$ cat config.mk
export PLATFORM = sky130hd
export DESIGN_NAME = mdio_master
export DESIGN_NICKNAME = d
export VERILOG_FILES = /design/src/rtl/mdio_pkg.sv /design/src/rtl/mdio_clk_div.sv /design/src/rtl/mdio_master.sv
export SDC_FILE = /design/constraint.sdc
export NUM_CORES = 1
export LEC_CHECK = 0
export CAP_MARGIN = 5
export CORE_UTILIZATION = 35
export DETAILED_ROUTE_END_ITERATION = 12
export PLACE_DENSITY = 0.67
export RECOVER_POWER = 100
export REMOVE_ABC_BUFFERS = 1
export SETUP_SLACK_MARGIN = 0.05
export SYNTH_ARGS = -nofsm -noshare
export SYNTH_HDL_FRONTEND = slang
export SYNTH_SLANG_ARGS = --single-unit
$ cat constraint.sdc
create_clock -name clk -period 3.25 [get_ports clk]
set_input_delay 0.8125 -clock clk [delete_from_list [all_inputs] [get_ports clk]]
set_output_delay 0.8125 -clock clk [all_outputs]
set_load 0.005 [all_outputs]
$ cat src/rtl/mdio_pkg.sv
// Shared definitions for the Clause-22 MDIO master: FSM encoding, opcodes
// and frame field positions inside the 32-bit t_data word.
package mdio_pkg;

  typedef enum logic [1:0] {
    ST_IDLE  = 2'd0,
    ST_PRE   = 2'd1,
    ST_FRAME = 2'd2,
    ST_DONE  = 2'd3
  } mdio_state_e;

  localparam logic [1:0] OP_READ  = 2'b10;
  localparam logic [1:0] OP_WRITE = 2'b01;
  localparam logic [1:0] ST_C22   = 2'b01;

  // Frame field positions (bit 31 goes on the wire first)
  localparam int FRAME_BITS = 32;
  localparam int ST_MSB     = 31;
  localparam int OP_MSB     = 29;
  localparam int OP_LSB     = 28;
  localparam int PHYAD_MSB  = 27;
  localparam int REGAD_MSB  = 22;
  localparam logic [5:0] TA_MSB   = 6'd17;
  localparam logic [5:0] DATA_MSB = 6'd15;

  // Master drives the line for every bit except TA+DATA of a read.
  function automatic logic drives_bit(input logic [1:0] op, input logic [5:0] bit_idx);
    return !((op == OP_READ) && (bit_idx <= TA_MSB));
  endfunction

endpackage

$ cat src/rtl/mdio_clk_div.sv
// MDC generator: one bit period is MDC_DIV clk cycles, low half then high half.
// fall_en_o marks the final cycle of a period, so anything registered on it
// changes together with MDC falling. rise_en_o marks the first MDC-high cycle.
module mdio_clk_div #(
  parameter int MDC_DIV = 4
) (
  input  logic clk,
  input  logic reset,
  input  logic en_i,
  output logic mdc_o,
  output logic fall_en_o,
  output logic rise_en_o
);

  localparam int CW = (MDC_DIV > 2) ? $clog2(MDC_DIV) : 1;
  localparam logic [CW-1:0] HALF = CW'(MDC_DIV / 2);
  localparam logic [CW-1:0] LAST = CW'(MDC_DIV - 1);

  logic [CW-1:0] cnt_q;

  // Phase counter, parked at 0 whenever the master is not clocking a frame
  always_ff @(posedge clk) begin
    if (reset || !en_i)   cnt_q <= '0;
    else if (cnt_q == LAST) cnt_q <= '0;
    else                  cnt_q <= cnt_q + 1'b1;
  end

  assign mdc_o     = en_i && (cnt_q >= HALF);
  assign fall_en_o = en_i && (cnt_q == LAST);
  assign rise_en_o = en_i && (cnt_q == HALF);

endmodule

$ cat src/rtl/mdio_master.sv
// Clause-22 MDIO master: preamble of ones, then a 32-bit frame MSB first.
// Reads release the line for TA+DATA and shift PHY data in on MDC rising.
module mdio_master
  import mdio_pkg::*;
#(
  parameter int MDC_DIV      = 4,
  parameter int PREAMBLE_LEN = 32
) (
  input  logic        clk,
  input  logic        reset,
  input  logic        mdio_start,
  input  logic [31:0] t_data,
  input  logic        mdio_in,
  output logic        mdc,
  output logic        mdio_out,
  output logic        mdio_oe,
  output logic        mdio_done,
  output logic [15:0] rd_data,
  output logic        busy
);

  localparam int PW = (PREAMBLE_LEN > 1) ? $clog2(PREAMBLE_LEN) : 1;
  localparam logic [PW-1:0] PRE_LAST = PW'(PREAMBLE_LEN - 1);

  mdio_state_e   state_q;
  logic [31:0]   sh_q;
  logic [1:0]    op_q;
  logic [5:0]    bit_q;
  logic [PW-1:0] pre_q;
  logic          out_q, oe_q, done_q, busy_q;
  logic [15:0]   rd_q;
  logic          clk_en, fall_en, rise_en;

  assign clk_en = (state_q == ST_PRE) || (state_q == ST_FRAME);

  mdio_clk_div #(.MDC_DIV(MDC_DIV)) u_div (
    .clk       (clk),
    .reset     (reset),
    .en_i      (clk_en),
    .mdc_o     (mdc),
    .fall_en_o (fall_en),
    .rise_en_o (rise_en)
  );

  // Transaction FSM; all line outputs are registered and change on period ends
  always_ff @(posedge clk) begin
    if (reset) begin
      state_q <= ST_IDLE;
      sh_q    <= '0;
      op_q    <= '0;
      bit_q   <= '0;
      pre_q   <= '0;
      out_q   <= 1'b1;
      oe_q    <= 1'b0;
      done_q  <= 1'b0;
      busy_q  <= 1'b0;
      rd_q    <= '0;
    end else begin
      case (state_q)
        ST_IDLE: begin
          done_q <= 1'b0;
          if (mdio_start) begin
            sh_q    <= t_data;
            op_q    <= t_data[OP_MSB:OP_LSB];
            pre_q   <= '0;
            bit_q   <= '0;
            out_q   <= 1'b1;
            oe_q    <= 1'b1;
            busy_q  <= 1'b1;
            state_q <= ST_PRE;
          end
        end
        ST_PRE: begin
          if (fall_en) begin
            if (pre_q == PRE_LAST) begin
              state_q <= ST_FRAME;
              bit_q   <= 6'd31;
              out_q   <= sh_q[31];
              oe_q    <= 1'b1;
            end else begin
              pre_q <= pre_q + 1'b1;
            end
          end
        end
        ST_FRAME: begin
          if (rise_en && (op_q == OP_READ) && (bit_q <= DATA_MSB))
            rd_q <= {rd_q[14:0], mdio_in};
          if (fall_en) begin
            if (bit_q == 6'd0) begin
              state_q <= ST_DONE;
              done_q  <= 1'b1;
              oe_q    <= 1'b0;
              out_q   <= 1'b1;
            end else begin
              sh_q  <= {sh_q[30:0], 1'b0};
              out_q <= sh_q[30];
              bit_q <= bit_q - 6'd1;
              oe_q  <= drives_bit(op_q, bit_q - 6'd1);
            end
          end
        end
        ST_DONE: begin
          done_q  <= 1'b0;
          busy_q  <= 1'b0;
          state_q <= ST_IDLE;
        end
        default: state_q <= ST_IDLE;
      endcase
    end
  end

  assign mdio_out  = out_q;
  assign mdio_oe   = oe_q;
  assign mdio_done = done_q;
  assign busy      = busy_q;
  assign rd_data   = rd_q;

endmodule
==> Word level (Yosys, flattened, before mapping) <==
Cells that the tools add are included.
{ "totals": {"reg_bits": 69, "input_bits": 36, "output_inout_bits": 21} }
{ "classes": {"n_addsub": 3, "order_cmp": 3, "n_eq_ne": 14, "n_mux": 35, "n_reduce_logical": 28} }
{ "op_table": {"columns": ["operator", "count"], "rows": [
  ["two-way mux 32 bit", 3],
  ["one-hot mux 32 bit (2 select lines)", 1],
  ["two-way mux 6 bit", 5],
  ["one-hot mux 6 bit (3 select lines)", 1],
  ["two-way mux 5 bit", 3],
  ["two-way mux 1 bit", 11],
  ["equality test 2 bit (second input constant)", 5],
  ["two-way mux 2 bit", 5],
  ["inequality test 2 bit (second input constant)", 5],
  ["one-hot mux 5 bit (2 select lines)", 1],
  ["AND reduction 5 bit", 2],
  ["one-hot mux 2 bit (4 select lines)", 1],
  ["AND reduction 4 bit", 2],
  ["nonzero test 2 bit", 4],
  ["less-or-equal comparator 6 x 4 -> 1 bit (second input constant)", 1],
  ["less-or-equal comparator 6 x 5 -> 1 bit (second input constant)", 1],
  ["logical AND 1 bit", 6],
  ["zero test 6 bit", 1],
  ["one-hot mux 1 bit (3 select lines)", 2],
  ["AND reduction 2 bit", 3],
  ["AND reduction 6 bit", 1],
  ["subtractor 6 x 1 -> 6 bit (second input constant)", 1],
  ["adder 5 x 1 -> 5 bit (second input constant)", 1],
  ["equality test 5 bit (second input constant)", 1],
  ["11 further kinds", 16]
]} }

==> Longest topological paths before layout <==
{ "depth": {"depth_word": 7, "ltp_mapped": 10, "ltp_nobuf": 8} }

==> Hierarchy <==
Synthesis repeated with hierarchy kept, for this count alone.
{ "hier_totals": {"cells_unflattened": 369, "area_unflattened_um2": 3529.6} }
{ "modules_own_cells": {"columns": ["module", "instances", "cells_each", "area_each_um2", "seq_area_each_um2"], "rows": [
  ["mdio_master", 1, 359, 3422.0, 1341.3],
  ["mdio_clk_div", 1, 10, 107.6, 40.0]
]} }

==> Worst setup path after synthesis <==
OpenSTA, ideal clock, no wires.
{ "synth_timing": {"path_type": "reg-to-reg", "startpoint": "register state_q[0]", "endpoint": "register bit_q[0]", "setup_time_ns": 0.070, "arrival_time_ns": 2.030, "required_time_ns": 3.180, "setup_slack_ns": 1.149, "path_stages_with_launch": 10, "n_path_buf": 2, "path_cell_list": "dfxtp_1 inv_1 ha_1 buf_6 nor4b_4 a32oi_1 or3b_1 buf_6 or3b_1 a21oi_1"} }
{ "synth_via": {"elab_chain_cells": 5} }
{ "synth_rtl": {"columns": ["item", "line", "source"], "rows": [
  ["start: declaration", "mdio_master.sv:25", "mdio_state_e state_q;"],
  ["start signal: assignment", "mdio_master.sv:48", "state_q <= ST_IDLE;"],
  ["start signal: assignment", "mdio_master.sv:70", "state_q <= ST_PRE;"],
  ["start signal: assignment", "mdio_master.sv:76", "state_q <= ST_FRAME;"],
  ["equality test 2 x 1 -> 1 bit or equality test 2 bit (tied branches)", "mdio_master.sv:34, mdio_master.sv:59", null],
  ["logical OR 1 bit", "mdio_master.sv:34", "assign clk_en = (state_q == ST_PRE) || (state_q == ST_FRAME);"],
  ["logical AND 1 bit", "mdio_clk_div.sv:29", "assign fall_en_o = en_i && (cnt_q == LAST);"],
  ["inequality test 2 bit (no line)", null, null],
  ["AND reduction 6 bit (no line)", null, null],
  ["end signal: assignment", "mdio_master.sv:97", "bit_q <= bit_q - 6'd1;"],
  ["end: declaration", "mdio_master.sv:28", "logic [5:0] bit_q;"]
]} }
Parallel ways exist; a longest one is shown, timed or not.
A chain may end at the register's enable or synchronous reset.

==> Worst setup path after layout <==
{ "layout_timing": {"startpoint": "register state_q[1]", "endpoint": "output port mdc"} }
{ "layout_via": {"elab_chain_cells": 3} }
{ "layout_rtl": {"columns": ["item", "line", "source"], "rows": [
  ["equality test 2 x 1 -> 1 bit or equality test 2 bit (tied branches)", "mdio_master.sv:34", null],
  ["logical OR 1 bit (*)", "mdio_master.sv:34", null],
  ["logical AND 1 bit (*)", "mdio_clk_div.sv:28", "assign mdc_o = en_i && (cnt_q >= HALF);"],
  ["end: declaration", "mdio_master.sv:14", "output logic mdc,"]
]} }
Every way passes the cells marked *; elsewhere a longest branch is shown, timed or not.

==> results.md <==
- Outcome: complete, no violations
- Final net count: ~440
- Placed inst area: ~0.0038 mm²
- Share of post-route cells with drive strength above 1: 5.85%
- Crit path launch type: flip-flop
- Arr. time, crit path: roughly 2.1 ns
- Post-route ant nets: 0
- Yosys warning count: 0
- Fin crit share: roughly nine tenths
- Multi-input logic area: around 0.0017 mm²
- Setup CP Type: reg2out
- Hold endpoint: u_div.cnt_q[0]
- Detailed-route vias per instance: between 5 and 6
- Seq. cell area: 0.00138 mm²
- Post-DP HPWL: between 4 and 5 mm
- Fmax: roughly 350 MHz
- DIE HEIGHT: roughly 97 µm
- Worst-margin pin slew: just under 0.9 ns
- MaxCap Viol Count: 0
- Crit Reg-Reg Endpoint: bit_q[5]
- Final setup fails: 0
- Port-buffer cells: 56
- Cts hold-fix bufs: 0
- Antenna cells: 0
- LEAKAGE: 1.64 nW
- Area grow syn2layout: 26.8%
- Hold Fails Final Rpt: 0
- Drt total wl: 6.38 mm
- Inserted Clock Buffers: 9
- GRT Residual Overflow: 0
- Die area: approximately 0.0095 mm²
- Max rail drop VDD: 0.416 mV
- Drt first pass iters: 4
- Gr usage total: roughly 14%
- Hold Crit Depth: 1
- Commonest non-fill, non-tap cell in the layout: dfxtp_1
- Setup WS pre-CTS: approximately 0.31 ns
- Synth unique cells: 42
- Root buf cell: clkbuf_8
- Core area: about 0.0088 mm²
- Boundary pin count: 57
- Via count: between 2k and 3k
- RSZ-0062 raised after global routing: false
- CP max FO: 14
- #FFs+latches synth: 69
- Routability congestion estimate from global placement: around 0.81
- Largest net degree at the start of global routing: just under 50
- Vias in the first global route: 2,412
- Req. time, crit path: 2.44 ns
- Initial DRC Count: 108
- Final Non-Filler Cells: about 500
- Final Skew: roughly 0.011 ns
- Commonest non-fill, non-tap cells in the layout: 69 x dfxtp_1, 64 x nor2_1, 50 x mux2i_1
- Post-synthesis sequential area ratio: between 40 and 50%
- Dpl cells: about 490
- Min-delay worst type: reg2reg
- CTS H-Tree Depth: 3
- Die W: approximately 100 µm
- Worst Setup End Kind: output port
- Row cnt: 34
- Reg2Reg Launch Point: state_q[1]
- Fin crit period: about 2.9 ns
- Flop2flop setup slack: about 0.58 ns
- Post-Syn Instances: about 340
- Worst-Skew Late Latency: about 0.34 ns
- # clock sinks: 69
- Post_cts resized: 0
- Hold Startpoint: u_div.cnt_q[0]
- Final Instance Area: just over 0.004 mm²
- Initial antenna violation count: 0
- Post-route DRC violation count: 0
- Syn Area/Cell: roughly 9.3 µm²
- Filler cells: 850
- Relative slew slack: between 40% and 50%
- CTS clock-pin slew for the worst setup and hold paths: ~0.070 ns
- DR WL/cell: 12.7 µm
- Initial Utilization: approximately 36%
- First-pass GRT wire length: about 11 mm
- Mapped Area: about 0.0032 mm²
- Slew Limit Fails: 0
- Post-route setup slack: roughly 0.36 ns
- TritonCTS clock tree: built
- Max Buffers Root-to-Sink: 2
- P per Cell Area: ~840 mW/mm²
- Reg2Reg Depth: 7
- Post-CTS Setup Repair Bufs: 0
[state kept, by name, summed over array words and instances (netlist names)]
| name | count |
|---|---|
| pre_q | 5 |
| u_div.cnt_q | 2 |
| rd_data | 16 |
| busy | 1 |
| state_q | 2 |
| mdio_done | 1 |
| mdio_out | 1 |
| bit_q | 6 |
| sh_q | 32 |
| mdio_oe | 1 |
| op_q | 2 |
[how the worst max path moves through the flow]
stage,startpoint,to,slack (ns),cells past startpoint
detailed placement,mdio_start,bit_q[5],0.31,6
global route,state_q[1],mdc,0.22,4
global placement,mdio_start,bit_q[5],0.35,6
CTS,state_q[1],mdc,0.37,4
finish,state_q[1],mdc,0.36,4
floorplan,state_q[0],sh_q[0],-0.22,7
[layer usage]
layer  GRT usage (%)  wire, µm
met1            18.7      3250
met4            5.66        59
met5               0         0
met3            4.32       277
met2            21.7      2800
[power breakdown]
part | total (mW) | switching, mW | leakage (nW) | internal (mW)
Clock | 0.801 | 0.343 | 0.113 | 0.458
Sequential | 1.19 | 0.131 | 0.565 | 1.06
Combinational | 1.42 | 0.823 | 0.965 | 0.595
Total | 3.41 | 1.30 | 1.64 | 2.11
[stage by stage]
stage	hold WS (ns)	power [mW]	setup TNS [ns]	utilization, %
final	0.446	3.41	0	46.1
after global routing	0.486	3.68	0	46.1
after CTS	0.451	3.45	0	46.1
after detailed placement	0.442	2.64	0	43.4
after global placement	0.428	2.59	0	43.4
after floorplan	0.417	2.26	-6.05	-
[cells by family after synthesis]
logic type | count (synthesis) | share of synthesized area, %
fa+ha+maj | 11 | 4.32
simple gates | 106 | 16.0
mux | 51 | 16.1
xor+xnor | 5 | 1.38
flops | 69 | 43.4
buf+inv | 33 | 4.52
compound gates | 67 | 14.3
[cell usage after synthesis (all sizes together)]
library cell,number,share of area [%]
dfxtp,69,43
nor2,64,7.5
mux2i,50,16
a211oi,34,8.0
clkbuf,15,1.8
nand2,13,1.5
a21oi,12,1.9
ha,11,4.3
buf,10,1.8
inv,8,0.94
o21ai,7,1.1
nand2b,5,0.98
xor2,5,1.4
nor2b,4,0.79
or3b,4,1.1
a31oi,2,0.39
and3,2,0.39
nand3,2,0.31
nand3b,2,0.47
nand4,2,0.39
o21a,2,0.47
or4b,2,0.63
a21boi,1,0.24
a21o,1,0.24
a22oi,1,0.24
a32oi,1,0.28
mux2,1,0.35
nand4b,1,0.28
nor3,1,0.16
nor3b,1,0.24
nor4,1,0.20
nor4b,1,0.75
o211a,1,0.31
o211ai,1,0.24
o21bai,1,0.24
o22ai,1,0.20
o31ai,1,0.24
o32ai,1,0.28
or4,1,0.24
[critical path: stages, from the launching register on]
cell,delay [ns]
dfxtp_1,0.38
inv_1,0.09
ha_1,0.54
o21a_1,0.18
dlygate4sd3_1,0.56
[layout make-up]
cell class,instances,share of cell area (%)
repair buffers,60,14.8
inverters,8,0.744
flip-flops and latches,69,34.2
clock buffers,10,3.41
well taps,108,3.35
multi-input cells,240,41.2
clock inverters,6,2.32
Note: power is estimated with default switching activity, not from simulation.
